**src/rtl/sum_bcd_display.sv**
```systemverilog
// Captures a 5-bit adder result, converts it to BCD by double dabble,
// and scans it onto a 2-digit multiplexed 7-segment display.
module sum_bcd_display #(
  parameter int REFRESH_DIV  = 50000,
  parameter bit COMMON_ANODE = 1'b1
) (
  input  logic       clk,
  input  logic       rst_n,
  input  logic [3:0] S,
  input  logic       Co,
  input  logic       load,
  output logic       busy,
  output logic       ready,
  output logic [3:0] bcd_tens,
  output logic [3:0] bcd_units,
  output logic [6:0] seg,
  output logic [1:0] an
);

  localparam int CW = $clog2(REFRESH_DIV);

  typedef enum logic {
    IDLE,
    CONV
  } state_t;

  state_t      r_state;
  logic [4:0]  r_bin;
  logic [7:0]  r_scr;
  logic [2:0]  r_iter;
  logic        r_busy;
  logic        r_ready;
  logic [3:0]  r_tens;
  logic [3:0]  r_units;

  logic [CW-1:0] r_cnt;
  logic          r_sel;
  logic [6:0]    r_seg;
  logic [1:0]    r_an;

  logic [3:0] w_adj_hi;
  logic [3:0] w_adj_lo;
  logic [7:0] w_scr_nxt;
  logic [4:0] w_bin_nxt;
  logic [3:0] w_dig;
  logic [6:0] w_seg_hi;
  logic [1:0] w_an_hi;

  function automatic logic [6:0] seg_pat(input logic [3:0] d);
    logic [6:0] p;
    case (d)
      4'd0:    p = 7'h3F;
      4'd1:    p = 7'h06;
      4'd2:    p = 7'h5B;
      4'd3:    p = 7'h4F;
      4'd4:    p = 7'h66;
      4'd5:    p = 7'h6D;
      4'd6:    p = 7'h7D;
      4'd7:    p = 7'h07;
      4'd8:    p = 7'h7F;
      4'd9:    p = 7'h6F;
      default: p = 7'h00;
    endcase
    return p;
  endfunction

  // One double-dabble step: add-3 correction, then shift left.
  always_comb begin
    w_adj_hi  = r_scr[7:4];
    w_adj_lo  = r_scr[3:0];
    if (r_scr[7:4] >= 4'd5) w_adj_hi = r_scr[7:4] + 4'd3;
    if (r_scr[3:0] >= 4'd5) w_adj_lo = r_scr[3:0] + 4'd3;
    w_scr_nxt = {w_adj_hi[2:0], w_adj_lo, r_bin[4]};
    w_bin_nxt = {r_bin[3:0], 1'b0};
  end

  always_ff @(posedge clk) begin
    if (!rst_n) begin
      r_state <= IDLE;
      r_bin   <= '0;
      r_scr   <= '0;
      r_iter  <= '0;
      r_busy  <= 1'b0;
      r_ready <= 1'b0;
      r_tens  <= '0;
      r_units <= '0;
    end else begin
      case (r_state)
        IDLE: begin
          if (load) begin
            r_bin   <= {Co, S};
            r_scr   <= '0;
            r_iter  <= '0;
            r_busy  <= 1'b1;
            r_state <= CONV;
          end
        end
        CONV: begin
          r_scr  <= w_scr_nxt;
          r_bin  <= w_bin_nxt;
          r_iter <= r_iter + 3'd1;
          if (r_iter == 3'd4) begin
            r_tens  <= w_scr_nxt[7:4];
            r_units <= w_scr_nxt[3:0];
            r_ready <= 1'b1;
            r_busy  <= 1'b0;
            r_state <= IDLE;
          end
        end
        default: r_state <= IDLE;
      endcase
    end
  end

  // Digit slot selection; a zero tens digit is blanked.
  always_comb begin
    w_dig    = r_sel ? r_tens : r_units;
    w_an_hi  = 2'b00;
    if (r_ready) begin
      if (!r_sel)
        w_an_hi = 2'b01;
      else if (r_tens != 4'd0)
        w_an_hi = 2'b10;
    end
    w_seg_hi = (w_an_hi != 2'b00) ? seg_pat(w_dig) : 7'h00;
  end

  always_ff @(posedge clk) begin
    if (!rst_n) begin
      r_cnt <= '0;
      r_sel <= 1'b0;
      r_seg <= {7{COMMON_ANODE}};
      r_an  <= {2{COMMON_ANODE}};
    end else begin
      if (r_cnt == CW'(REFRESH_DIV - 1)) begin
        r_cnt <= '0;
        r_sel <= ~r_sel;
      end else begin
        r_cnt <= r_cnt + CW'(1);
      end
      r_seg <= w_seg_hi ^ {7{COMMON_ANODE}};
      r_an  <= w_an_hi ^ {2{COMMON_ANODE}};
    end
  end

  assign busy      = r_busy;
  assign ready     = r_ready;
  assign bcd_tens  = r_tens;
  assign bcd_units = r_units;
  assign seg       = r_seg;
  assign an        = r_an;

endmodule

```
**config.mk**
```make
export PLATFORM = sky130hd
export DESIGN_NAME = sum_bcd_display
export DESIGN_NICKNAME = d
export VERILOG_FILES = /design/src/rtl/sum_bcd_display.sv
export SDC_FILE = /design/constraint.sdc
export NUM_CORES = 1
export LEC_CHECK = 0
export BUFFER_PORTS_ARGS = -buffer_cell sky130_fd_sc_hd__buf_4
export CAP_MARGIN = 15
export CORE_ASPECT_RATIO = 1.5
export CORE_UTILIZATION = 30
export DETAILED_ROUTE_END_ITERATION = 10
export GPL_TIMING_DRIVEN = 0
export SLEW_MARGIN = 20
export SYNTH_ARGS = -nofsm -noshare
export SYNTH_HDL_FRONTEND = slang
export SYNTH_SLANG_ARGS = --single-unit
```
**constraint.sdc**
```tcl
create_clock -name clk -period 1.8 [get_ports clk]
set_clock_uncertainty 0.15 [all_clocks]
set_input_delay 0.54 -clock clk [delete_from_list [all_inputs] [get_ports clk]]
set_output_delay 0.54 -clock clk [all_outputs]
set_load 0.02 [all_outputs]
```
==> results_dict.tcl, run 1 <==
set metrics [dict create \
    status "finished, final reports clean" \
    clock_latency_ns 0.29 \
    synthTopCellsByCount "dfxtp_1 (53), nor2_1 (36), a21oi_1 (20), nand2_1 (20), o21ai_0 (17)" \
    hold_viol 0 \
    end_kind "flop" \
    fin_util_pct 38.89 \
    critPathRequiredTime_ns 1.82 \
    min_path_type "reg -> reg" \
    placementRows 39 \
    io_buffers 26 \
    start_util_pct 31.16 \
    drv_slew 0 \
    grt_pass1_wl_um 8245 \
    ant_nets 0 \
    clock_sinks 53 \
    drtIter0Drc 56 \
    rrSetupSlack_ns 0.07 \
    drt-total-wl_um 4975 \
    met1_usage_pct 13.72 \
    powerDensity_nw_per_um2 773.9 \
    vias 1930 \
    maxSlewHeadroom_pct 65.55 \
    worst_slack_ns 0.06856 \
    synth-edff-count 0 \
    cts.root.buffer_cell "clkbuf_16" \
    die_h_um 111.3 \
    grt_max_degree 17 \
    r2r_cells 6 \
    r2r_end "seg[6]" \
    ir_drop_mv 0.4464 \
    drc 0 \
    ctsHtreeMaxLevel 2 \
    yosysWarnings 0 \
    synth_fp_nets 289 \
    antenna_found_initial 0 \
    final_area_sq_um 2979 \
    yosysMostFrequentCell "dfxtp_1" \
    ys_ff_latch 53 \
    worst_pin_slew_ns 0.5121 \
    drtPass1Iterations 4 \
    place_ws_ns -0.2088 \
    hpwl_um 3584 \
    r2r_start "r_sel" \
    holdWs_ns 0.2971 \
    fin_setup_tns_ns 0 \
    async_flop_share_pct 0 \
    cts_tree "built" \
    cp.arrival_ns 1.75 \
    wl_per_cell_um 12.16 \
    syn_area_sq_um 2387 \
    hold_depth 1 \
    numCtsBuffers 5 \
    synth_seq_area_share_pct 44.44 \
    final_nets 326 \
    fmax_mhz 577.6 \
    cp-start-kind "flop" \
    yosys_most_used_dff "dfxtp_1" \
    drive_gt1_share_pct 21.17 \
    synth_cells 269 \
    crit_type "reg -> reg" \
    cap_violations 0 \
    synthToLayoutAreaGrowth_pct 24.79 \
    busiest_layer "met2" \
    vias_per_cell 4.719 \
    post-route-period-util_pct 96.19 \
    globalplace.congestion 0.7867 \
    clkTransAtPathRegs_ns 0.07 \
    diodes 0 \
    io_pins 27 \
    yosys.area.top_type "dfxtp_1" \
    min_period_ns 1.731 \
    place_area_sq_um 2710 \
    ys_top_cells_by_area "dfxtp_1 (44%), ha_1 (6.3%), nor2_1 (5.7%)" \
    use_met2_pct 22.76 \
    die_w_um 74.84 \
    avgSynthCellArea_sq_um 8.875 \
    grt_pass1_vias 1864 \
    hold_end "r_cnt[0]" \
    dieArea_sq_um 8326 \
    postCtsHoldBufs 0 \
    grt.total_usage_pct 12.84 \
    gr-total-overflow 0 \
    grtUsageMet3_pct 3.364 \
    leakage_nw 1.115 \
    min-delay-start "r_cnt[0]" \
    synth_cell_types 37 \
    finalSetupViolCount 0 \
    core_area_sq_um 7661 \
    ctsLongestPathBuffers 2 \
    crit_fanout 7 \
    synth_top_area_share_pct 44.44 \
]
## registers in the layout (all words and copies together), names as in the netlist
register,flops
an,2
bcd_tens,4
bcd_units,4
busy,1
r_bin,5
r_cnt,16
r_iter,3
r_scr,8
r_sel,1
r_state,1
ready,1
seg,7
## cell type report
| cell class | count | area (sq um) |
|---|---|---|
| clock buffers | 6 | 138.9 |
| flip-flops and latches | 53 | 1064 |
| plain buffers | 8 | 46.29 |
| clock inverters | 2 | 13.76 |
| repair buffers | 30 | 225.2 |
| fillers | 778 | 4682 |
| inverters | 15 | 56.30 |
| multi-input cells | 193 | 1308 |
| well taps | 102 | 127.6 |
## per-stage QoR
step                power [mW]  instances
global placement         1.344        397
finish                   2.306        409
global route             2.400        409
floorplan                1.305        269
CTS                      2.330        405
detailed placement       1.345        397
## worst max-delay path, cell delays in order, from the launching register on
cell and delay (ns):
dfxtp_2 0.36, buf_6 0.15, mux2i_4 0.32, inv_1 0.11, ha_1 0.21, nor3_1 0.19, o21ai_0 0.11
## layer usage
layer,wire [um],part of all wire (%)
met3,174,3.5
met4,89,1.8
met5,0,0
met1,2118,43
met2,2593,52
## how the worst max path moves through the flow
stage,from,end,slack [ns],cells after the start
final,r_sel,seg[6],0.07,6
after global routing,r_cnt[4],r_cnt[14],-0.03,5
after CTS,r_sel,seg[6],0.01,6
after global placement,r_sel,seg[6],-0.19,6
after detailed placement,r_sel,seg[6],-0.21,6
after floorplan,r_sel,seg[6],0.03,6
## timing repair
item,CTS,global route
gates resized for setup,8,12
pin swaps,0,3
buffers inserted,0,4
setup endpoints to repair,17,22
hold endpoints to repair,0,0
## placed cells by master, fill, tap and decap left out, types with 3 or more instances in the layout
| cell type | count |
|---|---|
| dfxtp_1 | 51 |
| clkbuf_16 | 5 |
| nand2_1 | 20 |
| inv_1 | 14 |
| a21oi_1 | 18 |
| nor4_1 | 4 |
| clkbuf_1 | 3 |
| xnor2_1 | 13 |
| nor3_1 | 9 |
| nand4_1 | 5 |
| mux2i_1 | 9 |
| nor2_1 | 36 |
| nand3_1 | 9 |
| nand2b_1 | 3 |
| o32ai_1 | 4 |
| buf_4 | 30 |
| o21ai_0 | 17 |
| mux2_2 | 4 |
| ha_1 | 9 |
| nor3b_1 | 3 |
| xor2_1 | 4 |
## power breakdown
group	leakage [nW]	total, mW	switching (mW)	internal (mW)
Sequential	0.430	1.21	0.0145	1.19
Combinational	0.608	0.119	0.0696	0.0493
Clock	0.0768	0.981	0.427	0.554
Total	1.11	2.31	0.511	1.79
## kinds of logic (layout without fill, tap and decap cells)
| logic type | Yosys count | after routing | share of synthesized area, % |
|---|---|---|---|
| fa+ha+maj | 12 | 12 | 6.289 |
| mux | 16 | 16 | 6.918 |
| simple gates | 104 | 104 | 22.07 |
| xor+xnor | 17 | 17 | 6.237 |
| compound gates | 44 | 44 | 10.17 |
| buf+inv | 23 | 61 | 3.878 |
| flops | 53 | 53 | 44.44 |
(Power assumes the default switching activity.)
==> inputs of run 2 (changes only) <==
clock period = 2.2 ns   (was 1.8 ns; I/O delays follow)
==> run 2 against run 1 <==
Compared with the run above: clock power shrank 18%; core utilization fell by 1.5 points; design area fell by 3.9%; worst setup slack better by 0.10 ns; first-iteration DRC count increased by 25%; largest cell class unchanged; critical endpoint unchanged; critical path type unchanged.
==> results_dict.tcl, run 2 (same netlist as run 1, synthesis figures left out) <==
set metrics [dict create \
    status "finished, final reports clean" \
    critPathRequiredTime_ns 2.22 \
    critical_path.top_delay_family "multiplexers" \
    ctsLongestPathBuffers 2 \
    final_area_sq_um 2863 \
    clock_latency_ns 0.29 \
    end_kind "flop" \
    powerDensity_nw_per_um2 655.8 \
    crit_fanout 10 \
    post-cts-setup-buffer-count 0 \
    gr-total-overflow 0 \
    final_nets 322 \
    drive_gt1_share_pct 15.84 \
    globalplace.congestion 0.7867 \
    fmax_mhz 492.3 \
    grt_pass1_wl_um 8190 \
    dieArea_sq_um 8326 \
    postCtsHoldBufs 0 \
    cp.arrival_ns 2.05 \
    drv_slew 0 \
    largest_register "r_cnt" \
    clock_sinks 53 \
    worst_pin_slew_ns 0.5658 \
    slowest_stage "mux2i_1" \
    vias 1895 \
    max_stage_delay_ns 0.51 \
    crit_type "reg -> reg" \
    worst-path-buf-inv 2 \
    diodes 0 \
    hold_depth 1 \
    drt-total-wl_um 4759 \
    maxSlewHeadroom_pct 61.20 \
    min_path_type "reg -> reg" \
    grt.total_usage_pct 12.78 \
    antenna_found_initial 0 \
    clkTransAtPathRegs_ns 0.07 \
    cts-resized-gates 0 \
    place_area_sq_um 2710 \
    final_cell_mix "dfxtp_1 (53), nor2_1 (36), buf_4 (27)" \
    synthToLayoutAreaGrowth_pct 19.92 \
    cp_cell_sequence "buf_2, mux2i_1, inv_1, ha_1, nor3_1, o21ai_0" \
    fin_setup_tns_ns 0 \
    min_period_ns 2.031 \
    drc 0 \
    grt_max_degree 17 \
    drtIter0Drc 70 \
    hpwl_um 3584 \
    vias_per_cell 4.679 \
    grt_pass1_vias 1851 \
    r2r_end "seg[6]" \
    die_h_um 111.3 \
    core_area_sq_um 7661 \
    cp-start-kind "flop" \
    rsz0062_at_grt "false" \
    r2r_start "r_sel" \
    r2r_cells 6 \
    min-delay-start "r_cnt[0]" \
    layout_commonest_cell "dfxtp_1" \
    ctsHtreeMaxLevel 2 \
    hold_viol 0 \
    rrSetupSlack_ns 0.17 \
    die_w_um 74.84 \
    io_pins 27 \
    leakage_nw 1.084 \
    cts_tree "built" \
    finalSetupViolCount 0 \
    cap_violations 0 \
    ant_nets 0 \
    placementRows 39 \
    post-route-period-util_pct 92.33 \
    cts.root.buffer_cell "clkbuf_16" \
    ir_drop_mv 0.3655 \
    start_util_pct 31.16 \
    largest_register_ff_count 16 \
    hold_end "r_cnt[0]" \
    drtPass1Iterations 4 \
    io_buffers 26 \
    wl_per_cell_um 11.75 \
    numCtsBuffers 5 \
]
-- run 2: per-layer routing --
layer  vias up  track usage (%)  routed length [um]
met4         0            5.535                  89
met2        30            22.70                2494
met1       868            13.59                2014
met5         -                0                   0
met3         7            3.364                 162
li1        990                -                   -
-- run 2: final cells by class --
class | count | area [sq um]
tap | 102 | 127.6
inverter | 15 | 56.30
fill | 794 | 4798
clock buffer | 6 | 138.9
clock inverter | 2 | 13.76
multi-input combinational | 193 | 1234
sequential | 53 | 1061
timing repair buffer | 26 | 195.2
buffer | 8 | 36.28
-- run 2: worst max-delay path by stage --
stage                     startpoint      to  slack [ns]  cells past startpoint
after global routing           r_sel  seg[6]      0.0004                      6
after global placement         r_sel  seg[6]        0.21                      6
after floorplan                r_sel  seg[6]        0.43                      6
after CTS                      r_sel  seg[6]        0.16                      6
final                          r_sel  seg[6]        0.17                      6
after detailed placement       r_sel  seg[6]        0.19                      6
-- run 2: through the flow --
| stage | worst slack (ns) | std cells | total power [mW] | hold slack [ns] | util (%) |
|---|---|---|---|---|---|
| floorplan | 0.4320 | 269 | 1.068 | 0.2881 | - |
| global placement | 0.2140 | 397 | 1.099 | 0.3093 | 35.37 |
| detailed placement | 0.1912 | 397 | 1.101 | 0.3112 | 35.37 |
| CTS | 0.1580 | 405 | 1.904 | 0.3353 | 37.37 |
| global route | 0.0003504 | 405 | 1.957 | 0.3545 | 37.37 |
| finish | 0.1687 | 405 | 1.877 | 0.3280 | 37.37 |
-- run 2: where the power goes --
part	internal [mW]	total, mW	switching, mW
Combinational	0.0360	0.0914	0.0554
Clock	0.453	0.800	0.347
Sequential	0.975	0.986	0.0117
